<file path="src/rtl/batam_loader_pkg.sv">
// Shared types and constants for the bat_amateur program loader.
package batam_loader_pkg;

   typedef enum logic [3:0] {
      S_IDLE,
      S_SYNC,
      S_LEN_HI,
      S_LEN_LO,
      S_DATA_HI,
      S_DATA_LO,
      S_WRITE,
      S_CSUM,
      S_RELEASE,
      S_DONE,
      S_ERROR
   } state_e;

   localparam logic [7:0] DEF_SYNC_BYTE = 8'hA5;

   // Level on RAM_RW that selects a write cycle on the core RAM.
   localparam logic RAM_RW_WRITE = 1'b1;

endpackage

</file>
<file path="src/rtl/loader_timeout.sv">
// Idle-cycle counter: counts enabled cycles since the last clear and flags
// expiry once LIMIT idle cycles have elapsed.
module loader_timeout #(
   parameter int LIMIT = 100000
) (
   input  logic clk,
   input  logic rst,
   input  logic clr,
   input  logic en,
   output logic expired
);

   localparam int CW = $clog2(LIMIT + 1);

   logic [CW-1:0] cnt_q, cnt_d;
   logic          at_limit;

   assign at_limit = (cnt_q >= CW'(LIMIT - 1));
   assign expired  = en & at_limit;

   // Next count: clear wins, otherwise count enabled cycles and saturate.
   always_comb begin
      cnt_d = cnt_q;
      if (clr) begin
         cnt_d = '0;
      end else if (en && !at_limit) begin
         cnt_d = cnt_q + CW'(1);
      end
   end

   // Count register.
   always_ff @(posedge clk) begin
      if (rst) cnt_q <= '0;
      else     cnt_q <= cnt_d;
   end

endmodule

</file>
<file path="src/rtl/prog_loader.sv">
// Framed serial program loader: hunts for sync, reads a word count, writes
// big-endian words into core RAM while the core is halted, verifies an XOR
// checksum and then boots the core with a reset pulse.
module prog_loader
   import batam_loader_pkg::*;
#(
   parameter logic [15:0] BASE_ADDR  = 16'h0000,
   parameter logic [7:0]  SYNC_BYTE  = DEF_SYNC_BYTE,
   parameter int          RST_CYCLES = 4,
   parameter int          TIMEOUT    = 100000
) (
   input  logic        CLK,
   input  logic        RST,
   input  logic        START,
   input  logic [7:0]  RX_DATA,
   input  logic        RX_VALID,
   output logic        RX_READY,
   output logic [15:0] ADDRESS,
   output logic [15:0] DATA_OUT,
   output logic        DATA_OE,
   output logic        RAM_EN,
   output logic        RAM_RW,
   output logic        HALT,
   output logic        CORE_RST,
   output logic        BUSY,
   output logic        DONE,
   output logic        ERR
);

   localparam int RW = $clog2(RST_CYCLES + 1);

   state_e          state_q, state_d;
   logic [15:0]     len_q, len_d;
   logic [15:0]     idx_q, idx_d;
   logic [7:0]      hi_q, hi_d;
   logic [15:0]     word_q, word_d;
   logic [7:0]      csum_q, csum_d;
   logic [RW-1:0]   rel_q, rel_d;

   logic            rx_ready_q, rx_ready_d;
   logic [15:0]     address_q, address_d;
   logic [15:0]     data_out_q, data_out_d;
   logic            data_oe_q, data_oe_d;
   logic            ram_en_q, ram_en_d;
   logic            ram_rw_q, ram_rw_d;
   logic            halt_q, halt_d;
   logic            core_rst_q, core_rst_d;
   logic            busy_q, busy_d;
   logic            done_q, done_d;
   logic            err_q, err_d;

   logic            fire;
   logic            tmo_en, tmo_clr, tmo_exp;

   // RX_READY is a registered decode of the current state, so it gates the
   // handshake directly.
   assign fire = RX_VALID & rx_ready_q;

   // Timeout runs while waiting for frame bytes; WRITE freezes it, and every
   // accepted byte or any state outside the frame body restarts it.
   assign tmo_en  = (state_q == S_LEN_HI)  || (state_q == S_LEN_LO) ||
                    (state_q == S_DATA_HI) || (state_q == S_DATA_LO) ||
                    (state_q == S_CSUM);
   assign tmo_clr = fire || !(tmo_en || (state_q == S_WRITE));

   loader_timeout #(.LIMIT(TIMEOUT)) u_timeout (
      .clk     (CLK),
      .rst     (RST),
      .clr     (tmo_clr),
      .en      (tmo_en),
      .expired (tmo_exp)
   );

   // Next-state, datapath updates, and next output values decoded from the
   // next state so every output is a flop that tracks the current state.
   always_comb begin
      state_d    = state_q;
      len_d      = len_q;
      idx_d      = idx_q;
      hi_d       = hi_q;
      word_d     = word_q;
      csum_d     = csum_q;
      rel_d      = rel_q;

      case (state_q)
         S_IDLE: begin
            if (START) state_d = S_SYNC;
         end
         S_SYNC: begin
            if (fire && (RX_DATA == SYNC_BYTE)) begin
               state_d = S_LEN_HI;
               csum_d  = '0;
               idx_d   = '0;
            end
         end
         S_LEN_HI: begin
            if (fire) begin
               len_d[15:8] = RX_DATA;
               csum_d      = csum_q ^ RX_DATA;
               state_d     = S_LEN_LO;
            end
         end
         S_LEN_LO: begin
            if (fire) begin
               len_d[7:0] = RX_DATA;
               csum_d     = csum_q ^ RX_DATA;
               state_d    = ({len_q[15:8], RX_DATA} == 16'd0) ? S_ERROR : S_DATA_HI;
            end
         end
         S_DATA_HI: begin
            if (fire) begin
               hi_d    = RX_DATA;
               csum_d  = csum_q ^ RX_DATA;
               state_d = S_DATA_LO;
            end
         end
         S_DATA_LO: begin
            if (fire) begin
               word_d  = {hi_q, RX_DATA};
               csum_d  = csum_q ^ RX_DATA;
               state_d = S_WRITE;
            end
         end
         S_WRITE: begin
            idx_d   = idx_q + 16'd1;
            state_d = ((idx_q + 16'd1) == len_q) ? S_CSUM : S_DATA_HI;
         end
         S_CSUM: begin
            if (fire) begin
               state_d = (RX_DATA == csum_q) ? S_RELEASE : S_ERROR;
               rel_d   = '0;
            end
         end
         S_RELEASE: begin
            if (rel_q == RW'(RST_CYCLES - 1)) state_d = S_DONE;
            else                              rel_d   = rel_q + RW'(1);
         end
         S_DONE: begin
            state_d = S_IDLE;
         end
         S_ERROR: begin
            if (START) state_d = S_SYNC;
         end
         default: state_d = S_IDLE;
      endcase

      // An accepted byte always beats an expiring idle count.
      if (tmo_exp && !fire) state_d = S_ERROR;

      rx_ready_d = (state_d == S_SYNC)    || (state_d == S_LEN_HI) ||
                   (state_d == S_LEN_LO)  || (state_d == S_DATA_HI) ||
                   (state_d == S_DATA_LO) || (state_d == S_CSUM);
      halt_d     = (state_d != S_IDLE) && (state_d != S_DONE);
      busy_d     = (state_d != S_IDLE) && (state_d != S_ERROR);
      core_rst_d = (state_d == S_RELEASE);
      done_d     = (state_d == S_DONE);
      err_d      = (state_d == S_ERROR);
      data_oe_d  = (state_d == S_WRITE);
      ram_en_d   = (state_d == S_WRITE);
      ram_rw_d   = (state_d == S_WRITE) ? RAM_RW_WRITE : ~RAM_RW_WRITE;
      address_d  = (state_d == S_WRITE) ? (BASE_ADDR + idx_d) : 16'd0;
      data_out_d = (state_d == S_WRITE) ? word_d : 16'd0;
   end

   // State, datapath and output registers.
   always_ff @(posedge CLK) begin
      if (RST) begin
         state_q    <= S_IDLE;
         len_q      <= '0;
         idx_q      <= '0;
         hi_q       <= '0;
         word_q     <= '0;
         csum_q     <= '0;
         rel_q      <= '0;
         rx_ready_q <= 1'b0;
         address_q  <= '0;
         data_out_q <= '0;
         data_oe_q  <= 1'b0;
         ram_en_q   <= 1'b0;
         ram_rw_q   <= 1'b0;
         halt_q     <= 1'b0;
         core_rst_q <= 1'b0;
         busy_q     <= 1'b0;
         done_q     <= 1'b0;
         err_q      <= 1'b0;
      end else begin
         state_q    <= state_d;
         len_q      <= len_d;
         idx_q      <= idx_d;
         hi_q       <= hi_d;
         word_q     <= word_d;
         csum_q     <= csum_d;
         rel_q      <= rel_d;
         rx_ready_q <= rx_ready_d;
         address_q  <= address_d;
         data_out_q <= data_out_d;
         data_oe_q  <= data_oe_d;
         ram_en_q   <= ram_en_d;
         ram_rw_q   <= ram_rw_d;
         halt_q     <= halt_d;
         core_rst_q <= core_rst_d;
         busy_q     <= busy_d;
         done_q     <= done_d;
         err_q      <= err_d;
      end
   end

   assign RX_READY = rx_ready_q;
   assign ADDRESS  = address_q;
   assign DATA_OUT = data_out_q;
   assign DATA_OE  = data_oe_q;
   assign RAM_EN   = ram_en_q;
   assign RAM_RW   = ram_rw_q;
   assign HALT     = halt_q;
   assign CORE_RST = core_rst_q;
   assign BUSY     = busy_q;
   assign DONE     = done_q;
   assign ERR      = err_q;

endmodule

</file>
<file path="config.mk">
export PLATFORM = sky130hd
export DESIGN_NAME = prog_loader
export DESIGN_NICKNAME = d
export VERILOG_FILES = /design/src/rtl/batam_loader_pkg.sv /design/src/rtl/loader_timeout.sv /design/src/rtl/prog_loader.sv
export SDC_FILE = /design/constraint.sdc
export NUM_CORES = 1
export LEC_CHECK = 0
export ABC_AREA = 1
export CORE_ASPECT_RATIO = 1.5
export CORE_MARGIN = 1
export CORE_UTILIZATION = 41
export DETAILED_ROUTE_END_ITERATION = 8
export PLACE_DENSITY_LB_ADDON = 0.05
export SLEW_MARGIN = 40
export SYNTH_ARGS = -nofsm -noshare
export SYNTH_HDL_FRONTEND = slang
export SYNTH_SLANG_ARGS = --single-unit
</file>
<file path="constraint.sdc">
create_clock -name CLK -period 4.5 [get_ports CLK]
set_input_delay 0.9 -clock CLK [delete_from_list [all_inputs] [get_ports CLK]]
set_output_delay 0.9 -clock CLK [all_outputs]
set_load 0.005 [all_outputs]
</file>
==> summary.md, run 1 <==
| Metric | Value |
|---|---|
| Run status | `finished clean` |
| Max Clock Skew | `between 0.01 and 0.015 ns` |
| Avg Cell Area, Syn | `about 7.2 um2` |
| Crit path capture | `DATA_OUT[9]` |
| Number of max-cap violations | `0` |
| Number of remaining DRC errors | `0` |
| Leading cell types in the layout, fill and taps excluded | `nand2_1 (162), dfxtp_1 (127), nor2_1 (117)` |
| Clock-pin slew of the registers on the worst-case setup and hold paths | `0.06 ns` |
| Portion of total power attributed to sequential cells | `between 40% and 50%` |
| Antenna Diode Count | `0` |
| Peak supply drop | `between 0.0002 and 0.00025 V` |
| R2R depth | `9` |
| Final Setup Violations | `0` |
| Post-layout net count | `between 800 and 900` |
| Quantity of I/O buffers inserted on ports | `52` |
| Gate count after technology mapping | `799` |
| Worst Path Arrival | `roughly 3.5 ns` |
| Horizontal extent of the die | `98.9 um` |
| Synthesis-stage register bit count | `127` |
| Worst r2r src | `state_q[2]` |
| Total die area | `about 15000 um2` |
| Endpoint required time on the critical path | `around 4.8 ns` |
| Biggest fanout along the worst timing path | `24` |
| Setup TNS | `0 ns` |
| Max-slew violations | `0` |
| Post-CTS setup-driven buffer insertion count | `0` |
| Source of the critical timing path | `RX_VALID` |
| Pin count of the biggest net entering global routing | `45` |
| Setup slack of the most critical reg-to-reg path | `1.84 ns` |
| Clock network power share | `53.2%` |
| Slew @ Worst Pin | `between 0.7 and 0.8 ns` |
| All-Layer GR Usage | `between 20% and 30%` |
| Final wirelength | `14400 um` |
| Clock root cell | `clkbuf_16` |
| Fraction of final layout cells with drive strength greater than 1 | `between 6 and 7%` |
| TritonCTS clock tree | `yes` |
| Final critical-path share of the clock period | `a little under three quarters` |
| Top cells by area in the synthesized netlist | `dfxtp_1 (44%), nand2_1 (11%), nor2_1 (7.6%)` |
| Number of iterations in the first detailed-routing pass | `5` |
| Worst r2r dst | `idx_q[1]` |
| PostCTS Resize Cnt | `0` |
| Cell type of the slowest stage on the worst timing path | `clkinv_1` |
| Total CTS buffers | `17` |
| Number of distinct library cell variants in the gate-level netlist after synthesis | `36` |
| Final estimated routing congestion in global placement | `0.903` |
| Post-route ant nets | `0` |
| Maximum operating frequency | `roughly 310 MHz` |
| Dpl ws | `1.19 ns` |
| Synth top area share | `roughly 44%` |
| Top cell type by total area after synthesis | `dfxtp_1` |
| Clk_lat worst skew | `0.42 ns` |
| Wirelength per Cell | `roughly 14 um` |
| Sum of internal, switching and leakage power | `about 0.0026 W` |
| Final-report hold violation count | `0` |
| Worst slew margin relative to its limit | `approximately 49%` |
| Switching pwr | `~0.00061 W` |
| Switching share of power | `24.0%` |
| Number of top-level pins | `53` |
| Commonest non-fill, non-tap cell in the layout | `nand2_1` |
| Maximum count of clock buffers along a single path | `2` |
| Initial core utilization | `42.4%` |
| Most prevalent standard cell on the critical path | `nand2_1` |
| Internal power | `approximately 0.002 W` |
| Cell row count | `52` |
| Syn Std Cell Area | `about 5800 um2` |
| Number of DRC markers after the initial detailed-route iteration | `229` |
| Routed via count divided by cell count | `~5.1` |
| Dpl hpwl | `between 10000 and 15000 um` |
| Worst path max stage delay | `0.73 ns` |
| H-Tree Level Count | `4` |
| Path type of the worst min-delay path | `flop to flop` |
| Crit path time final | `between 3 and 4 ns` |
| Global-route congestion overflow total | `0` |
| Filler instances | `about 1400` |
| Height of the die | `approximately 150 um` |
| Yosys warning count | `0` |
| Hold Path Origin | `rel_q[2]` |
| Leakage power of the design | `a little under 3 nW` |
| Type of element launching the critical path | `primary input` |
| Worst path cell trace | `clkdlybuf4s50_1, nand2_1, inv_1, nand2_1, buf_4, nor2_2, clkinv_1, nor2_1` |
| Placeable core region | `around 14000 um2` |
| Via count | `5195` |
| CTS sink cnt | `about 130` |
| Unrepaired setup endpoints after global routing | `false` |
| Worst path setup slack after routing | `~1.3 ns` |
| Combinational share of power | `under 10%` |
| Setup CP Type | `primary input to flop` |
| Total of hold buffers inserted after clock tree synthesis | `0` |
| Antenna violations before repair | `0` |
| Sequential fraction of the synthesis area | `between 40% and 50%` |
| Nature of the critical path endpoint | `flop` |
| Pwr/cell area | `roughly 370 nW/um2` |
| Vias in the first global route | `5027` |
| First-pass GRT wire length | `between 20000 and 25000 um` |
| Area grow syn2layout | `21.2%` |
| Synthesized netlist net count | `between 800 and 900` |
## flip-flops by register name (all words and copies together) (netlist names), 3 cells and up
name,cells
u_timeout.cnt_q,17
ADDRESS,16
DATA_OUT,16
idx_q,16
len_q,16
word_q,16
csum_q,8
hi_q,8
state_q,4
rel_q,3
## final cells by class
type,count,area [um2],share of cell area [%]
multi-input combinational,550,2750,39.3
inverter,100,375,5.36
tap,162,203,2.90
sequential,127,2540,36.3
timing repair buffer,55,543,7.76
clock buffer,18,439,6.28
clock inverter,14,146,2.09
## critical path: cells and delay by family
kind | cells | cell delay [ns]
buf+inv | 4 | 1.69
simple gates | 4 | 0.95
## Yosys cell counts, drive strengths merged
library cell and count:
a21oi 36, a22o 2, a31oi 2, and2 1, and3 1, buf 13
clkbuf 9, clkinv 2, dfxtp 127, ha 4, inv 98, mux2i 11
nand2 166, nand3 50, nand3b 4, nand4 23, nor2 129, nor3 15
nor4 6, o211a 8, o21ai 63, o21bai 1, o22ai 6, or2 1
xnor2 7, xnor3 1, xor2 13
## per-stage QoR
step | instance area, um2 | instances | hold WS [ns] | utilization [%]
after floorplan | 5770 | 799 | 0.435 | -
after global placement | 6410 | 994 | 0.457 | 47.2
after detailed placement | 6410 | 994 | 0.466 | 47.2
after CTS | 7000 | 1026 | 0.474 | 51.5
after global routing | 7000 | 1026 | 0.500 | 51.5
final | 7000 | 1026 | 0.466 | 51.5
## power by group through the flow
stage                     logic (W)  registers (W)  clock network, W
after floorplan           0.0000334        0.00116                 0
after global placement    0.0000658        0.00116                 0
after detailed placement  0.0000665        0.00116                 0
after CTS                 0.0000667        0.00113           0.00139
after global routing      0.0000731        0.00113           0.00145
final                     0.0000663        0.00113           0.00136
## metal layers
layer | GRT usage (%) | part of all wire (%) | vias to the layer above
met5 | 0 | 0 | -
met4 | 7.24 | 1.8 | 0
met3 | 4.47 | 3.5 | 21
met2 | 37.6 | 50 | 111
met1 | 24.9 | 45 | 2365
li1 | - | - | 2698
## worst min path at each step
stage	endpoint	slack, ns	cells past startpoint
floorplan	rel_q[2]	0.44	2
global placement	rel_q[1]	0.46	2
detailed placement	rel_q[2]	0.47	2
CTS	rel_q[2]	0.47	2
global route	rel_q[1]	0.50	2
finish	rel_q[2]	0.47	2
## logic make-up after synthesis
| logic type | after synthesis | share of synthesized area [%] |
|---|---|---|
| simple gates | 396 | 30.2 |
| flops | 127 | 44.0 |
| buf+inv | 122 | 8.32 |
| compound gates | 118 | 11.3 |
| xor+xnor | 21 | 3.43 |
| mux | 11 | 1.91 |
| fa+ha+maj | 4 | 0.867 |
No activity file was read; power rests on OpenSTA's default activity.
==> run 2: changes to the inputs <==
==> constraint.sdc (replaced) <==
create_clock -name CLK -period 2.9 [get_ports CLK]
set_input_delay 0.58 -clock CLK [delete_from_list [all_inputs] [get_ports CLK]]
set_output_delay 0.58 -clock CLK [all_outputs]
set_load 0.005 [all_outputs]
==> run 2 against run 1 <==
  * Global-route usage increased by 0.32 points
  * Register-to-register slack got worse by 1.3 ns
  * Sequential power increased by 56%
  * Utilization increased by 0.92 points
  * Power increased by 58%
  * Cell count increased by 1.5%
  * Worst hold slack got worse by 0.0055 ns
  * Clock skew decreased by 0.0027 ns
  * Clock power increased by 60%
  * Final area increased by 1.8%
  * Highest routed layer unchanged
==> summary.md, run 2 (synthesized netlist as in run 1, its figures left out) <==
| Metric | Value |
|---|---|
| Maximum count of clock buffers along a single path | `2` |
| Worst slew margin relative to its limit | `between 50% and 60%` |
| Setup CP Type | `flop to flop` |
| Commonest non-fill, non-tap cell in the layout | `nand2_1` |
| Number of max-cap violations | `0` |
| Clk_lat worst skew | `between 0.4 and 0.5 ns` |
| Hold Path Origin | `rel_q[2]` |
| Wirelength per Cell | `between 10 and 15 um` |
| Pin count of the biggest net entering global routing | `30` |
| Nature of the critical path endpoint | `flop` |
| Number of DRC markers after the initial detailed-route iteration | `around 180` |
| Placeable core region | `between 10000 and 15000 um2` |
| Largest reg by FF count | `u_timeout.cnt_q` |
| Number of iterations in the first detailed-routing pass | `5` |
| Worst Path Arrival | `2.65 ns` |
| All-Layer GR Usage | `21.5%` |
| Area grow syn2layout | `23.4%` |
| Unrepaired setup endpoints after global routing | `false` |
| Horizontal extent of the die | `slightly below 100 um` |
| Total die area | `around 15000 um2` |
| Final Setup Violations | `0` |
| Dpl hpwl | `approximately 11000 um` |
| Clock network power share | `53.9%` |
| Worst r2r dst | `HALT` |
| Post-CTS setup-driven buffer insertion count | `0` |
| Number of remaining DRC errors | `0` |
| Max Clock Skew | `between 0.009 and 0.01 ns` |
| Total of hold buffers inserted after clock tree synthesis | `0` |
| Worst path max stage delay | `0.47 ns` |
| Height of the die | `~150 um` |
| Peak supply drop | `around 0.00033 V` |
| Leading cell types in the layout, fill and taps excluded | `nand2_1 (162), dfxtp_1 (127), nor2_1 (117)` |
| Final critical-path share of the clock period | `between 80 and 90%` |
| Antenna violations before repair | `0` |
| Worst path cell trace | `ha_1, nand3_1, nor2_2, nand3_1, nand2_1, nand3_1, nand2_1, nor2_1, nand2_1, nor2_2, nand2_2, nand4_1, o21bai_1, nor2_1` |
| Final estimated routing congestion in global placement | `roughly 0.87` |
| Run status | `finished clean` |
| Vias in the first global route | `5127` |
| PostCTS Resize Cnt | `0` |
| Via count | `~5300` |
| Switching pwr | `around 0.00096 W` |
| Total CTS buffers | `17` |
| Final-report hold violation count | `0` |
| Internal power | `just over 0.003 W` |
| Crit path time final | `between 2 and 2.5 ns` |
| Type of element launching the critical path | `flop` |
| TritonCTS clock tree | `yes` |
| Cell depth of the worst hold path | `2` |
| Routed via count divided by cell count | `roughly 5` |
| Cell row count | `52` |
| Cell type of the slowest stage on the worst timing path | `dfxtp_1` |
| Clock-pin slew of the registers on the worst-case setup and hold paths | `roughly 0.060 ns` |
| Quantity of I/O buffers inserted on ports | `52` |
| R2R depth | `14` |
| Slew @ Worst Pin | `around 0.7 ns` |
| Pwr/cell area | `roughly 570 nW/um2` |
| Max-slew violations | `0` |
| Post-route ant nets | `0` |
| Path type of the worst min-delay path | `flop to flop` |
| First-pass GRT wire length | `roughly 25000 um` |
| Final wirelength | `between 10000 and 15000 um` |
| CTS sink cnt | `127` |
| Number of top-level pins | `53` |
| Combinational share of power | `2.8%` |
| Antenna Diode Count | `0` |
| H-Tree Level Count | `4` |
| Clock root cell | `clkbuf_16` |
| Fraction of final layout cells with drive strength greater than 1 | `8.19%` |
| Worst r2r src | `idx_q[1]` |
| Worst Hold Path EP | `rel_q[2]` |
| Max FFs per register | `17` |
| Initial core utilization | `42.4%` |
| Maximum operating frequency | `around 430 MHz` |
| Switching share of power | `between 20% and 30%` |
| Endpoint required time on the critical path | `about 3.2 ns` |
| Leakage power of the design | `slightly below 3 nW` |
| Sum of internal, switching and leakage power | `between 0.004 and 0.005 W` |
| M1 WL | `between 6000 and 7000 um` |
| Total length of routed met2 wires | `approximately 7300 um` |
| Biggest fanout along the worst timing path | `6` |
| Wire length on met3 | `approximately 560 um` |
| Global-route congestion overflow total | `0` |
| Portion of total power attributed to sequential cells | `roughly 43%` |
| Post-layout net count | `882` |
| Top Metal Used | `met4` |
| Setup TNS | `0 ns` |
| Setup slack of the most critical reg-to-reg path | `0.55 ns` |
## run 2: power by group through the flow
stage / clock, W / sequential [W] / combinational [W]
2_1_floorplan: 0 / 0.00179 / 0.0000519
3_3_place_gp: 0 / 0.00179 / 0.000114
3_5_place_dp: 0 / 0.00179 / 0.000114
4_1_cts: 0.00222 / 0.00176 / 0.000114
5_1_grt: 0.00231 / 0.00175 / 0.000124
6_report: 0.00218 / 0.00176 / 0.000113
## run 2: final cells by class
type                            instances  area, um2
Multi-Input combinational cell        550       2750
Tap cell                              162        203
Timing Repair Buffer                   70        656
Sequential cell                       127       2540
Fill cell                            1348       6470
Clock buffer                           18        429
Inverter                              100        375
Clock inverter                         14        169
## run 2: worst max-delay path, delay by kind of cell (launching register included)
| family | cells | cell delay (ns) |
|---|---|---|
| simple gates | 12 | 1.27 |
| flops | 1 | 0.47 |
| fa+ha+maj | 1 | 0.28 |
| compound gates | 1 | 0.21 |
## run 2: worst max-delay path by stage
stage | from | endpoint
2_1_floorplan | RX_VALID | BUSY
3_3_place_gp | RX_DATA[3] | HALT
3_5_place_dp | RX_DATA[3] | csum_q[2]
4_1_cts | idx_q[1] | BUSY
5_1_grt | idx_q[1] | HALT
6_report | idx_q[1] | HALT
## run 2: metal layers
| layer | vias to the layer above | global-route usage, % |
|---|---|---|
| met5 | - | 0 |
| met4 | 0 | 8.88 |
| met3 | 30 | 3.90 |
| met2 | 124 | 37.6 |
| met1 | 2397 | 25.6 |
| li1 | 2730 | - |
## run 2: per-stage QoR
step | cell area [um2] | instances | setup slack, ns | hold slack [ns] | utilization [%]
after floorplan | 5770 | 799 | 0.992 | 0.435 | -
after global placement | 6530 | 1009 | 0.357 | 0.446 | 48.0
after detailed placement | 6530 | 1009 | 0.339 | 0.460 | 48.0
after CTS | 7120 | 1041 | 0.546 | 0.469 | 52.4
after global routing | 7120 | 1041 | 0.323 | 0.498 | 52.4
final | 7120 | 1041 | 0.549 | 0.461 | 52.4
==> run 3: changes to the inputs <==
==> constraint.sdc (replaced) <==
create_clock -name CLK -period 2.3 [get_ports CLK]
set_input_delay 0.46 -clock CLK [delete_from_list [all_inputs] [get_ports CLK]]
set_output_delay 0.46 -clock CLK [all_outputs]
set_load 0.005 [all_outputs]
==> run 3 against run 2 <==
  * Register-to-register slack got worse by 0.35 ns
  * Highest routed layer unchanged
  * Cell count is 1.4% higher
  * Clock-buffer cell count shrank 1
  * Wire length rose by 0.26%
  * Power grew 22%
  * Critical path depth did not move
==> summary.md, run 3 (synthesized netlist as in run 1, its figures left out) <==
| Metric | Value |
|---|---|
| Run status | `finished clean` |
| Portion of total power attributed to sequential cells | `44.7%` |
| Biggest fanout along the worst timing path | `7` |
| Final-report hold violation count | `0` |
| Clock network power share | `a little over half` |
| Leakage power of the design | `slightly above 3 nW` |
| Switching pwr | `~0.0012 W` |
| Peak supply drop | `~0.00053 V` |
| Slew @ Worst Pin | `between 0.5 and 0.6 ns` |
| Clock-pin slew of the registers on the worst-case setup and hold paths | `around 0.060 ns` |
| Setup slack of the most critical reg-to-reg path | `about 0.20 ns` |
| Leading cell types in the layout, fill and taps excluded | `nand2_1 (162), dfxtp_1 (125), nor2_1 (117)` |
| Post-Place Cells | `approximately 1000` |
| Combinational share of power | `a little over 3%` |
| Worst Path Arrival | `2.42 ns` |
| Cell type of the slowest stage on the worst timing path | `dfxtp_1` |
| Pwr/cell area | `680 nW/um2` |
| Post-route ant nets | `0` |
| Antenna violations before repair | `0` |
| Quantity of I/O buffers inserted on ports | `52` |
| R2R depth | `14` |
| Worst Hold Path EP | `rel_q[2]` |
| Final wirelength | `about 15000 um` |
| Wirelength per Cell | `14.0 um` |
| Worst slew margin relative to its limit | `between 60% and 70%` |
| Worst r2r src | `idx_q[1]` |
| Path type of the worst min-delay path | `flop to flop` |
| Maximum operating frequency | `around 480 MHz` |
| Number of top-level pins | `53` |
| Worst path setup slack after routing | `a little under 0.2 ns` |
| Via count | `5370` |
| Total CTS buffers | `17` |
| Cell depth of the worst hold path | `2` |
| Initial core utilization | `42.4%` |
| Fraction of final layout cells with drive strength greater than 1 | `10.3%` |
| Final Setup Violations | `0` |
| Total of hold buffers inserted after clock tree synthesis | `0` |
| Number of remaining DRC errors | `0` |
| Total die area | `approximately 15000 um2` |
| H-Tree Level Count | `4` |
| Number of DRC markers after the initial detailed-route iteration | `around 180` |
| Worst r2r dst | `BUSY` |
| Type of element launching the critical path | `flop` |
| Final critical-path share of the clock period | `91.5%` |
| Placeable core region | `roughly 14000 um2` |
| First-pass GRT wire length | `roughly 25000 um` |
| Switching share of power | `about a quarter` |
| Pin count of the biggest net entering global routing | `31` |
| Routed via count divided by cell count | `between 5 and 6` |
| Dpl hpwl | `about 11000 um` |
| Dpl ws | `-0.0211 ns` |
| Number of iterations in the first detailed-routing pass | `4` |
| Delay-heaviest family, CP | `simple AND/OR/NAND/NOR gates` |
| Internal power | `about 0.0037 W` |
| Crit path time final | `roughly 2.1 ns` |
| Clock root cell | `clkbuf_16` |
| TritonCTS clock tree | `yes` |
| Max Clock Skew | `between 0.009 and 0.01 ns` |
| Max-slew violations | `0` |
| Clk_lat worst skew | `around 0.42 ns` |
| Commonest non-fill, non-tap cell in the layout | `nand2_1` |
| Worst path max stage delay | `0.38 ns` |
| Utilization after layout | `roughly 53%` |
| Horizontal extent of the die | `approximately 100 um` |
| Non-filler instance count after layout | `1056` |
| Setup CP Type | `flop to flop` |
| Worst path cell trace | `ha_4, nand2_2, nor2_4, nand3_1, nand3_1, nand2_1, nor3_2, nand2_1, nor2_2, nand2_2, nand3_1, nand2_2, nor2_1, nor2_1` |
| Nature of the critical path endpoint | `flop` |
| All-Layer GR Usage | `~22%` |
| Number of max-cap violations | `0` |
| Final-layout worst hold slack | `about 0.47 ns` |
| Post-layout net count | `897` |
| Global-route congestion overflow total | `0` |
| Hold Path Origin | `rel_q[2]` |
| Final estimated routing congestion in global placement | `between 0.8 and 0.9` |
| Cell row count | `52` |
| Antenna Diode Count | `0` |
| CTS sink cnt | `around 130` |
| Maximum count of clock buffers along a single path | `2` |
| Height of the die | `147 um` |
| Largest reg by FF count | `u_timeout.cnt_q` |
| Critical path buffer and inverter count | `0` |
| Max FFs per register | `17` |
| Vias in the first global route | `around 5200` |
| Area grow syn2layout | `26.0%` |
| Endpoint required time on the critical path | `2.61 ns` |
run 3: cell types whose count changed in the layout (fill, tap and decap cells not counted), moves of 2 or more:
cell       before  now
buf_12          0    3
bufinv_16       2    0
buf_4          18   30
inv_6           7    5
dfxtp_1       127  125
dfxtp_2         0    2
inv_8           2    5
run 3: how the worst max path moves through the flow:
stage          startpoint    to  slack (ns)  cells after the start
2_1_floorplan    idx_q[1]  BUSY        0.47                     14
3_3_place_gp     RX_VALID  HALT      -0.007                     10
3_5_place_dp   RX_DATA[3]  BUSY       -0.02                     10
4_1_cts          idx_q[0]  BUSY        0.07                     14
5_1_grt          idx_q[1]  BUSY      -0.004                     14
6_report         idx_q[1]  BUSY        0.20                     14
run 3: per-stage QoR:
stage                     setup TNS, ns  cell area [um2]  power (W)
final                                 0             7270    0.00495
after global routing           -0.00439             7270    0.00511
after CTS                             0             7250    0.00500
after detailed placement        -0.0356             6680    0.00242
after global placement          -0.0122             6680    0.00242
after floorplan                       0             5770    0.00233
run 3: power by group through the flow:
| stage | logic (W) | clock network [W] | registers [W] |
|---|---|---|---|
| 3_3_place_gp | 0.000157 | 0 | 0.00226 |
| 6_report | 0.000155 | 0.00258 | 0.00221 |
| 5_1_grt | 0.000170 | 0.00273 | 0.00221 |
| 4_1_cts | 0.000156 | 0.00263 | 0.00221 |
| 3_5_place_dp | 0.000156 | 0 | 0.00226 |
| 2_1_floorplan | 0.0000654 | 0 | 0.00226 |
run 3: cell type report:
class | count | area (um2)
Multi-Input combinational cell | 550 | 2770
Sequential cell | 127 | 2540
Tap cell | 162 | 203
Inverter | 100 | 375
Clock buffer | 17 | 425
Fill cell | 1319 | 6330
Clock inverter | 15 | 145
Timing Repair Buffer | 85 | 806
run 3: routing by layer:
| metal | vias to the layer above | track usage, % | part of all wire, % |
|---|---|---|---|
| met5 | - | 0 | 0 |
| met3 | 27 | 4.90 | 3.5 |
| met1 | 2468 | 25.5 | 45 |
| met4 | 0 | 9.18 | 2.3 |
| li1 | 2756 | - | - |
| met2 | 119 | 36.9 | 49 |
run 3: tightest hold or removal path, stage by stage, from the launching register on:
cell	delay (ns)
dfxtp_1	0.30
inv_1	0.06
a21oi_1	0.06
run 3: what timing repair did:
item / 4_1_cts / 5_1_grt
setup endpoints to repair: 0 / 5
gates resized for setup: 0 / 6
setup buffers: 0 / 0
